File: src/rtl/rv32i_alu_if.sv
// ALU operand/result bundle between the execute stage and the ALU.
// Latency: n/a (wires only); results are combinational plus a registered copy.
// Backpressure: none; a new operation may be presented every cycle.
interface rv32i_alu_if;
    logic [31:0] a_i;
    logic [31:0] b_i;
    logic [3:0]  alu_operation;
    logic [31:0] c_o;
    logic        alu_flag;
    logic [31:0] c_q;
    logic        flag_q;

    // Execute stage: drives operands and opcode, consumes results.
    modport master (
        output a_i, b_i, alu_operation,
        input  c_o, alu_flag, c_q, flag_q
    );

    // ALU: consumes operands and opcode, drives results.
    modport slave (
        input  a_i, b_i, alu_operation,
        output c_o, alu_flag, c_q, flag_q
    );
endinterface

File: src/rtl/rv32i_alu.sv
// RV32I integer ALU: 32-bit result plus branch/zero flag, with a registered copy.
// Latency: c_o/alu_flag combinational (0 cycles); c_q/flag_q 1 cycle on aclk.
// Backpressure: none; accepts a new operation every cycle, no enable or stall.
module rv32i_alu (
    input  logic         aclk,
    input  logic         aresetn,
    rv32i_alu_if.slave   alu
);
    localparam logic [3:0] OP_ADD  = 4'd0;
    localparam logic [3:0] OP_SUB  = 4'd1;
    localparam logic [3:0] OP_SLL  = 4'd2;
    localparam logic [3:0] OP_SLT  = 4'd3;
    localparam logic [3:0] OP_SLTU = 4'd4;
    localparam logic [3:0] OP_XOR  = 4'd5;
    localparam logic [3:0] OP_SRL  = 4'd6;
    localparam logic [3:0] OP_SRA  = 4'd7;
    localparam logic [3:0] OP_OR   = 4'd8;
    localparam logic [3:0] OP_AND  = 4'd9;
    localparam logic [3:0] OP_EQ   = 4'd10;
    localparam logic [3:0] OP_NE   = 4'd11;
    localparam logic [3:0] OP_LT   = 4'd12;
    localparam logic [3:0] OP_GE   = 4'd13;
    localparam logic [3:0] OP_LTU  = 4'd14;
    localparam logic [3:0] OP_GEU  = 4'd15;

    logic [31:0] a;
    logic [31:0] b;
    logic [4:0]  shamt;
    logic        lt_s;
    logic        lt_u;
    logic        eq;
    logic [31:0] c_dat;
    logic        flag_dat;
    logic        is_cmp;

    assign a     = alu.a_i;
    assign b     = alu.b_i;
    // Shift amount deliberately ignores b[31:5], so shifting by 32 equals shifting by 0.
    assign shamt = b[4:0];
    assign lt_s  = $signed(a) < $signed(b);
    assign lt_u  = a < b;
    assign eq    = (a == b);
    assign is_cmp = (alu.alu_operation >= OP_EQ);

    // Result/flag selection: arithmetic/logic ops give a zero flag, compares put the flag in c[0].
    always_comb begin
        c_dat    = 32'd0;
        flag_dat = 1'b0;
        unique case (alu.alu_operation)
            OP_ADD:  c_dat = a + b;
            OP_SUB:  c_dat = a - b;
            OP_SLL:  c_dat = a << shamt;
            OP_SLT:  c_dat = {31'd0, lt_s};
            OP_SLTU: c_dat = {31'd0, lt_u};
            OP_XOR:  c_dat = a ^ b;
            OP_SRL:  c_dat = a >> shamt;
            OP_SRA:  c_dat = $unsigned($signed(a) >>> shamt);
            OP_OR:   c_dat = a | b;
            OP_AND:  c_dat = a & b;
            OP_EQ:   flag_dat = eq;
            OP_NE:   flag_dat = ~eq;
            OP_LT:   flag_dat = lt_s;
            OP_GE:   flag_dat = ~lt_s;
            OP_LTU:  flag_dat = lt_u;
            OP_GEU:  flag_dat = ~lt_u;
            default: c_dat = 32'd0;
        endcase
        if (is_cmp) begin
            c_dat = {31'd0, flag_dat};
        end else begin
            flag_dat = (c_dat == 32'd0);
        end
    end

    assign alu.c_o      = c_dat;
    assign alu.alu_flag = flag_dat;

    // Pipelined copy of the result; synchronous reset clears only the registered outputs.
    always_ff @(posedge aclk) begin
        if (!aresetn) begin
            alu.c_q    <= 32'd0;
            alu.flag_q <= 1'b0;
        end else begin
            alu.c_q    <= c_dat;
            alu.flag_q <= flag_dat;
        end
    end
endmodule

File: src/flat_wrapper.sv
// flat-port wrapper written by rule: the top's interface ports become plain ports
module rv32i_alu_flat 
  (aclk, aresetn, alu_a_i, alu_b_i, alu_alu_operation, alu_c_o, alu_alu_flag, alu_c_q, alu_flag_q);
  rv32i_alu_if alu_i ();
  input  logic aclk;
  input  logic aresetn;
  input wire logic [$bits(alu_i.a_i)-1:0] alu_a_i;
  input wire logic [$bits(alu_i.b_i)-1:0] alu_b_i;
  input wire logic [$bits(alu_i.alu_operation)-1:0] alu_alu_operation;
  output wire logic [$bits(alu_i.c_o)-1:0] alu_c_o;
  output wire logic [$bits(alu_i.alu_flag)-1:0] alu_alu_flag;
  output wire logic [$bits(alu_i.c_q)-1:0] alu_c_q;
  output wire logic [$bits(alu_i.flag_q)-1:0] alu_flag_q;
  assign alu_i.a_i = alu_a_i;
  assign alu_i.b_i = alu_b_i;
  assign alu_i.alu_operation = alu_alu_operation;
  assign alu_c_o = alu_i.c_o;
  assign alu_alu_flag = alu_i.alu_flag;
  assign alu_c_q = alu_i.c_q;
  assign alu_flag_q = alu_i.flag_q;
  rv32i_alu u_core (.aclk(aclk), .aresetn(aresetn), .alu(alu_i));
endmodule
File: config.mk
export PLATFORM = sky130hd
export DESIGN_NAME = rv32i_alu_flat
export DESIGN_NICKNAME = d
export VERILOG_FILES = /design/src/rtl/rv32i_alu_if.sv /design/src/rtl/rv32i_alu.sv /design/src/flat_wrapper.sv
export SDC_FILE = /design/constraint.sdc
export NUM_CORES = 1
export LEC_CHECK = 0
export ABC_AREA = 1
export CORE_ASPECT_RATIO = 1.2
export CORE_UTILIZATION = 45
export DETAILED_ROUTE_END_ITERATION = 16
export HOLD_SLACK_MARGIN = 0.05
export PLACE_DENSITY = 0.66
export SYNTH_ARGS = -nofsm -noshare
export SYNTH_HDL_FRONTEND = slang
export SYNTH_SLANG_ARGS = --single-unit
File: constraint.sdc
create_clock -name aclk -period 5.1 [get_ports aclk]
set_input_delay 1.02 -clock aclk [delete_from_list [all_inputs] [get_ports aclk]]
set_output_delay 1.02 -clock aclk [all_outputs]
set_load 0.02 [all_outputs]
==> Word level (Yosys, flattened, before mapping) <==
Cells that the tools add are included.
W data, S select, Z words.
{ "classes": {"eq_ne": 16, "muxes": 4, "n_bitwise": 6, "magnitude_cmp": 3, "reduce_logical": 2, "n_shift": 3, "add_sub_neg": 2} }
{ "ops": {"columns": ["cell", "n"], "rows": [
  ["$pmux W32 S10", 1],
  ["$lt A32 B32 Y1", 2],
  ["$add A32 B32 Y32", 1],
  ["$and A32 B32 Y32", 1],
  ["$eq A32 B32 Y1", 1],
  ["$eq A4 B4 Y1 const B", 8],
  ["$logic_not A32 Y1", 1],
  ["$mux W32", 1],
  ["$or A32 B32 Y32", 1],
  ["$shl A32 B5 Y32", 1],
  ["$shr A32 B5 Y32", 1],
  ["$sshr A32 B5 Y32", 1],
  ["$sub A32 B32 Y32", 1],
  ["$xor A32 B32 Y32", 1],
  ["$eq A4 B3 Y1 const B", 4],
  ["$eq A4 B2 Y1 const B", 2],
  ["$pmux W1 S6", 1],
  ["$eq A4 B1 Y1 const B", 1],
  ["$ge A4 B4 Y1 const B", 1],
  ["$logic_not A4 Y1", 1],
  ["$not A1 Y1", 3],
  ["$mux W1", 1]
]} }
{ "totals": {"elab_cells": 38, "in_bits": 70, "register_bits": 33, "out_inout_bits": 66} }

==> Logic depth before layout (Yosys ltp) <==
Gate-level depths: netlist of run 1.
{ "depth": {"ltp_word": 4, "mapped_depth": 25, "mapped_depth_nobuf": 21} }

==> Least setup slack after synthesis of run 1 <==
No wires, ideal clock.
{ "synth_path": {"path_kind": "input to output", "from": "in alu_b_i[4]", "to": "out alu_alu_flag", "slack_ps": 559, "arrival_ps": 3521, "stages": 21, "n_path_buf": 3, "required_time_ps": 4080, "cell_sequence": "clkbuf_1 -> inv_2 -> buf_1 -> ha_1 -> buf_2 -> nor2_1 -> nand2_1 -> inv_1 -> nand2_1 -> nand2_1 -> nand2_1 -> nand3_1 -> nand2_1 -> nand2_1 -> nand2_1 -> nand3_1 -> o21ai_0 -> o21bai_1 -> inv_1 -> a21oi_2 -> nand2_1"} }
{ "synth_between": {"elab_chain_len": 4, "word_cells_on_any_way": 18, "cone_classes": "2 x add/sub; 2 x order compare; 1 x eq/ne; 3 x shift; 3 x mux; 6 x bitwise; 1 x reduce/logical"} }
{ "synth_lines": {"columns": ["element", "line_no", "rtl"], "rows": [
  ["from (decl)", "flat_wrapper.sv:8", "input wire logic [$bits(alu_i.b_i)-1:0] alu_b_i;"],
  ["$sub A32 B32 Y32, or another cell as far along", "rv32i_alu.sv:51", "OP_SUB: c_dat = a - b;"],
  ["$pmux W32 S10, or another cell as far along", "rv32i_alu.sv:49", "unique case (alu.alu_operation)"],
  ["$logic_not A32 Y1 / $pmux W1 S6 (equally long branches)", "rv32i_alu.sv:71, rv32i_alu.sv:49", null],
  ["$mux W1 *", "rv32i_alu.sv:68", "if (is_cmp) begin"],
  ["to (decl)", "flat_wrapper.sv:11", "output wire logic [$bits(alu_i.alu_flag)-1:0] alu_alu_flag;"]
]} }
Mark *: on every way between the ends. The rest lies on a longest branch, timed or not.

==> Final worst setup path of run 1 <==
{ "layout_path": {"from": "in alu_a_i[6]", "to": "out alu_alu_flag"} }
{ "layout_between": {"elab_chain_len": 4, "word_cells_on_any_way": 18, "cone_classes": "2 x add/sub; 2 x order compare; 1 x eq/ne; 3 x shift; 3 x mux; 6 x bitwise; 1 x reduce/logical"} }
{ "layout_lines": {"columns": ["element", "line_no", "rtl"], "rows": [
  ["from (decl)", "flat_wrapper.sv:7", "input wire logic [$bits(alu_i.a_i)-1:0] alu_a_i;"],
  ["$sub A32 B32 Y32, or another cell as far along", "rv32i_alu.sv:51", null],
  ["$pmux W32 S10, or another cell as far along", "rv32i_alu.sv:49", null],
  ["$logic_not A32 Y1 / $pmux W1 S6 (equally long branches)", "rv32i_alu.sv:71, rv32i_alu.sv:49", null],
  ["$mux W1 *", "rv32i_alu.sv:68", null]
]} }
Marks and branches as above.

==> impl_results.md, run 1 <==
* Final period utilization at 101%
* Residual DRC count at 0
* CTS buffer count at 5
* HP Class: primary input to flop
* Post-Syn Nets at about 2.5k
* Die W at 148 um
* Simple-Gate Fraction of Synth Area at 58.0%
* Slew Viols, Final at 0
* Max cap viols at 0
* Placed cells at 3157
* Synthesized area at 11500 sq um
* Switch share at 50.5%
* CTS tree: done
* Hold Worst Slack at 1690 ps
* Vias post-DR at approximately 18k
* CP endpoint kind: primary output
* Vias in the first global route at 17.1k
* Max H-tree Level at 2
* Grt total ovfl at 0
* Post-synthesis async set-or-reset flop share at 0%
* Startpoint Class: primary input
* WL/cell at between 20 and 25 um
* Max VDD drop at 133 uV
* GP Congestion at 1.11
* First-pass GRT wire length at around 94 mm
* Logic pwr share at 76.5%
* Post-route ant nets at 0
* Most used cell, CP: nand2_1
* Critical path's top delay family: simple AND/OR/NAND/NOR gates
* Max FO, Critical Path at 4
* Synthesis warning total at 0
* Total power at between 0.002 and 0.0025 W
* Final #Nets at 3018
* Area post-placement at about 16000 sq um
* CTS root buffer: clkbuf_16
* Synth Area in Compound Gates at ~8.5%
* F_max at 193 MHz
* Vias per cell at 5.71
* HPWL after DPL at 53.6 mm
* Synthesized flop and latch total at 33
* Largest net degree at the start of global routing at 71
* CP Data Required Time at 4080 ps
* Area delta synth->final at 48.3%
* Wire length on met3 at 7.14 mm
* DR top layer: met5
* Cell count after synthesis at roughly 2.3k
* Worst slack, placed at -685 ps
* Initial antenna violation count at 2
* Netlist cell types at 40
* Reg power frac at 11.5%
* Layout cells sized above 1 at between 20% and 30%
* DRT Pass-1 Iters at 8
* Post-synthesis mux area share at 0%
* Hold_buf cts at 0
* Initial core utilization at 46.3%
* Met2 Wirelength at 29.0 mm
* Routed length on met1 at 23.4 mm
* Final non-filler cell total at roughly 3.2k
* Clk sink count at 33
* Core area at 24900 sq um
* ANT cells at 0
* CP Cell Sequence: clkdlybuf4s50_1, inv_1, ha_4, buf_4, inv_1, nand2_1, nor2_2, buf_4, nand2_1, nand2_2, nand3_1, a21oi_1, nor2_1, nor2_2, nand2_1, nor2_2, nand2_1, nor2_2, nand3_1, nand2_1, buf_4
* Die footprint at 26300 sq um
* Final hold violation count at 0
* Worst-case clock buffer depth at 2
* Rel. slew slack at 50.8%
* Mean post-synth cell area at 4.96 sq um
* Fin area at 17100 sq um
* Worst Max-Slew Pin Slew at 737 ps
* XOR/XNOR Fraction of Synth Area at less than 1%
* CP bufs+invs at 6
* Max incr delay on CP at 510 ps
* Final Setup Violations at 2
* Post-route setup slack at -72.1 ps
* Slowest stage cell, crit path: clkdlybuf4s50_1
* Power per cell area at 143 nW/um^2
* Worst-path clk slew at 50 ps
* Outcome: finished with violations
* Largest family of logic cells by synthesized area: simple AND/OR/NAND/NOR gates
* Row count at 63
* DRT Wirelength at 64.3 mm
* Number of buffers added on ports at 135
* Register area share after synthesis at 5.73%
* DIE HEIGHT at 177 um
* Total track usage at a little under half
* Setup CP Type: primary input to primary output
* RSZ-0062 raised after global routing: yes
* 1st-iter DRT viols at 1887
* Leak at 9.98 nW
* Total net switching power at 0.00124 W
* Arr. time, crit path at 4150 ps
* Failing checks: setup timing
* Min Tclk post-route at 5170 ps
* Cell Int Power at around 0.0012 W
* Ys flop type: dfxtp_1
* Post-synthesis adder-cell area fraction at 11.2%
* Post-synth EDFFs at 0
* I/O Pins at 136
* Clock power frac at 11.9%
[power groups by stage]
stage          sequential [W]  combinational [W]  clock, W
2_1_floorplan        0.000313           0.000844         0
3_3_place_gp         0.000287            0.00171         0
3_5_place_dp         0.000288            0.00173         0
4_1_cts              0.000283            0.00175  0.000294
5_1_grt              0.000284            0.00199  0.000306
6_report             0.000283            0.00188  0.000292
[worst paths after layout]
check  startpoint            endpoint  slack [ps]  depth (start not counted)
max    alu_a_i[6]        alu_alu_flag         -70                         21
min       aresetn  u_core.alu.c_q[26]        1690                          3
[area by class of cell]
type                       instances  area, sq um
clock buffer                       6          129
fill                            2407         7790
inverter                         360         1360
sequential                        33          661
tap                              325          407
multi-input combinational       1835         9520
timing repair buffer             611         5030
clock inverter                     2         10.0
[metal layers]
layer | GRT usage, % | vias to the layer above
met1 | 56.6 | 8233
met2 | 78.5 | 1157
met4 | 30.8 | 4
li1 | - | 8420
met3 | 8.51 | 301
met5 | 0 | -
[logic make-up after synthesis]
logic type / after synthesis
AO/OA/AOI/OAI: 172
XOR/XNOR: 2
adder cells (fa/ha/maj): 102
buffers and inverters: 456
flip-flops: 33
AND/OR/NAND/NOR: 1559
[registers in the layout (all words and copies together) (netlist names)]
register,count
u_core.alu.flag_q,1
u_core.alu.c_q,32
[what timing repair did]
action | 4_1_cts | 5_1_grt
pin swaps | 6 | 9
cloned | 0 | 0
setup buffers | 3 | 4
gates resized for setup | 76 | 106
endpoints found under the setup margin | 29 | 25
[stage by stage]
step	TNS (ps)	util (%)
after detailed placement	-4060	65.6
after global placement	-2740	65.6
after floorplan	0	-
final	-76.7	68.7
after global routing	-573	68.7
after CTS	-38.0	66.8
[cells in the mapped netlist (all sizes together), types with 12 or more instances]
master    n  area share (%)
nand4    23             1.2
o22ai    20             1.1
buf      80             4.2
nor2    248             8.4
nand3   453              20
nand2   788              26
o211ai   12            0.78
a21oi    73             3.2
o21ai    47             2.0
inv     360              12
ha      100              11
nor3     31             1.5
clkbuf   16            0.53
dfxtp    33             5.7
[layout by cell type (no fill, tap or decap), drive strengths merged]
master,n
nand2,788
buf,481
nand3,453
inv,359
nor2,248
clkdlybuf4s50,102
ha,100
a21oi,73
o21ai,47
dfxtp,33
nor3,31
nand4,23
o22ai,20
dlymetal6s2s,17
o211ai,12
dlygate4sd2,11
and2,10
o21bai,9
clkbuf,6
a211oi,5
clkinv,3
and3,2
nand3b,2
o221ai,2
a221oi,2
xor2,2
fa,2
a21boi,1
or2,1
a22o,1
nor4,1
(Power assumes the default switching activity.)
==> run 2, diff against run 1 <==
CORE_MARGIN = 1.5   (was default)
==> run 2 against run 1 <==
Effect of this change:
- worst hold slack lost 36 ps
- final cell count grew 0.28%
- global-route usage grew 1.1 points
- worst setup slack gained 3.9 ps
- final area grew 1.5%
- clock-buffer cell count shrank 1
- via count grew 1.6%
- the run still ends with setup timing left
- power grew 3.8%
- largest cell class unchanged
- die area grew 1.2%
- clock power grew 4%
- non-clock buffer count grew 4
- maximum frequency is essentially flat
==> impl_results.md, run 2 (same netlist as run 1, synthesis figures left out) <==
* Met3 usage at 11.6% (+3.1 points)
* Failing checks: setup timing
* GP Congestion at 1.08 (-2.9%)
* CP endpoint kind: primary output
* Worst-path clk slew at 60 ps (about the same)
* Max reg flops at 32 (unchanged)
* CP Cell Sequence: clkdlybuf4s50_1, inv_1, ha_4, inv_1, nand2_1, nand2_1, inv_1, nand2_1, nand2_1, nand2_2, a21oi_2, nand3_1, nand2_1, nor2_1, nor2_1, buf_4, nand2_1, nor2_1, nand2_1, nor2_2, nand3_2, nand2_2, buf_4
* CTS buffer count at 5 (unchanged)
* Min Tclk post-route at 5170 ps (-3.89 ps)
* Setup CP Type: primary input to primary output
* Outcome: finished with violations
* Final hold violation count at 0 (unchanged)
* Final Setup Violations at 2 (unchanged)
* DRT Pass-1 Iters at 7 (-1)
* Critical path's top delay family: simple AND/OR/NAND/NOR gates
* 1st-iter DRT viols at 2020 (+7.0%)
* Busiest grt layer: met2
* Worst Max-Slew Pin Slew at 788 ps (+50.6 ps)
* Clk sink count at 33 (unchanged)
* Final core utilization at 68.4% (-0.26 points)
* Row count at 64 (+1.6%)
* Worst-case clock buffer depth at 2 (unchanged)
* Die footprint at 26600 sq um (+1.2%)
* Grt total ovfl at 0 (unchanged)
* Max cap viols at 0 (unchanged)
* Residual DRC count at 0 (unchanged)
* Leak at 10.1 nW (+1.5%)
* First-pass GRT wire length at 96.7 mm (+2.5%)
* Hold Crit Start: aresetn
* HPWL after DPL at 55.1 mm (+2.7%)
* Die W at 149 um (+0.67%)
* Vias per cell at 5.79 (+1.3%)
* Commonest non-fill, non-tap cells in the layout: 733 x nand2_1, 470 x buf_4, 438 x nand3_1, 338 x inv_1, 186 x nor2_1
* RSZ-0062 raised after global routing: yes
* Hold_buf cts at 0 (unchanged)
* CP bufs+invs at 6 (unchanged)
* Area delta synth->final at 50.6%
* Initial core utilization at 45.5% (-0.87 points)
* Post-route setup slack at -68.2 ps (+3.89 ps)
* Max incr delay on CP at 640 ps (+130 ps)
* Largest Register: u_core.alu.c_q
* CTS root buffer: clkbuf_16
* DIE HEIGHT at 178 um (+0.56%)
* Core area at 25400 sq um (+1.9%)
* WL/cell at 21.3 um (+5.3%)
* Placed cells at 3163 (+0.19%)
* Final non-filler cell total at 3181 (+0.28%)
* Max FO, Critical Path at 7 (+3)
* Vias post-DR at 18.4k (+1.6%)
* Most used cell, CP: nand2_1
* Met2 Usage GRT at 80.4% (+1.9 points)
* Top flop regs: u_core.alu.c_q: 32 flops, u_core.alu.flag_q: 1 flops
* Slew Viols, Final at 0 (unchanged)
* Initial antenna violation count at 2 (unchanged)
* CP Data Required Time at 4080 ps (about the same)
* Layout cells sized above 1 at 24.7% (+1.4 points)
* Final #Nets at 3022 (+0.13%)
* DRT Wirelength at 67.9 mm (+5.6%)
* Total track usage at 48.7% (+1.1 points)
* Startpoint Class: primary input
* Rel. slew slack at 47.4% (-3.4 points)
* CTS tree: done
* Max VDD drop at 134 uV (+1.3%)
* Slowest stage cell, crit path: clkdlybuf4s50_1
* Commonest non-fill, non-tap cell in the layout: nand2_1
* Largest net degree at the start of global routing at 63 (-11%)
* Vias in the first global route at 17.1k (-0.11%)
* Hold path endpoint: u_core.alu.c_q[30]
* GR Util met1 at 55.6% (-1.1 points)
* Arr. time, crit path at 4150 ps (about the same)
* ANT cells at 0 (unchanged)
* Post-route ant nets at 0 (unchanged)
* Power per cell area at 146 nW/um^2 (+2.3%)
* Final period utilization at 101% (about the same)
* F_max at 193 MHz (about the same)
* Worst Hold Depth at 3 (unchanged)
* Max H-tree Level at 2 (unchanged)
* HP Class: primary input to flop
* Number of buffers added on ports at 135 (unchanged)
* I/O Pins at 136 (unchanged)
## run 2: what timing repair did
action                     in CTS  in global routing
setup endpoints to repair      30                 31
pin swaps                       9                 13
setup buffers                   7                  3
gates resized for setup        87                143
## run 2: routing by layer
metal	part of all wire, %	vias to the layer above
met5	0	-
met4	8.4	0
met3	11	385
met2	45	1268
met1	35	8337
li1	-	8416
## run 2: how the worst max path moves through the flow
| stage | end | startpoint | slack, ps | cells past startpoint |
|---|---|---|---|---|
| after floorplan | alu_alu_flag | alu_b_i[4] | 560 | 21 |
| after global placement | alu_alu_flag | alu_b_i[11] | -680 | 22 |
| after detailed placement | alu_alu_flag | alu_a_i[4] | -690 | 19 |
| after CTS | alu_c_o[6] | alu_b_i[0] | 1 | 16 |
| after global routing | alu_alu_flag | alu_b_i[20] | -200 | 23 |
| final | alu_alu_flag | alu_b_i[20] | -70 | 23 |
## run 2: layout make-up
class | instances | area [sq um]
flip-flops and latches | 33 | 661
repair buffers | 615 | 5100
inverters | 360 | 1360
clock buffers | 5 | 125
fillers | 2401 | 8010
clock inverters | 3 | 17.5
multi-input cells | 1835 | 9700
well taps | 330 | 413
## run 2: metrics by stage
step	setup TNS [ps]	setup slack [ps]	cell area [sq um]	hold WS [ps]	total power, W
2_1_floorplan	0	559	11500	1120	0.00116
3_3_place_gp	-3130	-676	16400	1820	0.00202
3_5_place_dp	-4140	-694	16400	1820	0.00205
4_1_cts	0	1.12	16800	1610	0.00239
5_1_grt	-313	-200	17400	1650	0.00266
6_report	-83.9	-68.2	17400	1650	0.00254
## run 2: report_power, final
part	internal (W)	switching (W)	total, W
clock	0.000179	0.000124	0.000303
sequential	0.000277	0.00000641	0.000284
combinational	0.000785	0.00117	0.00196
total	0.00124	0.00130	0.00254
## run 2: worst min-delay path, cell delays in order
cell	delay, ps
clkdlybuf4s50_1	680
nand2_1	170
inv_1	30
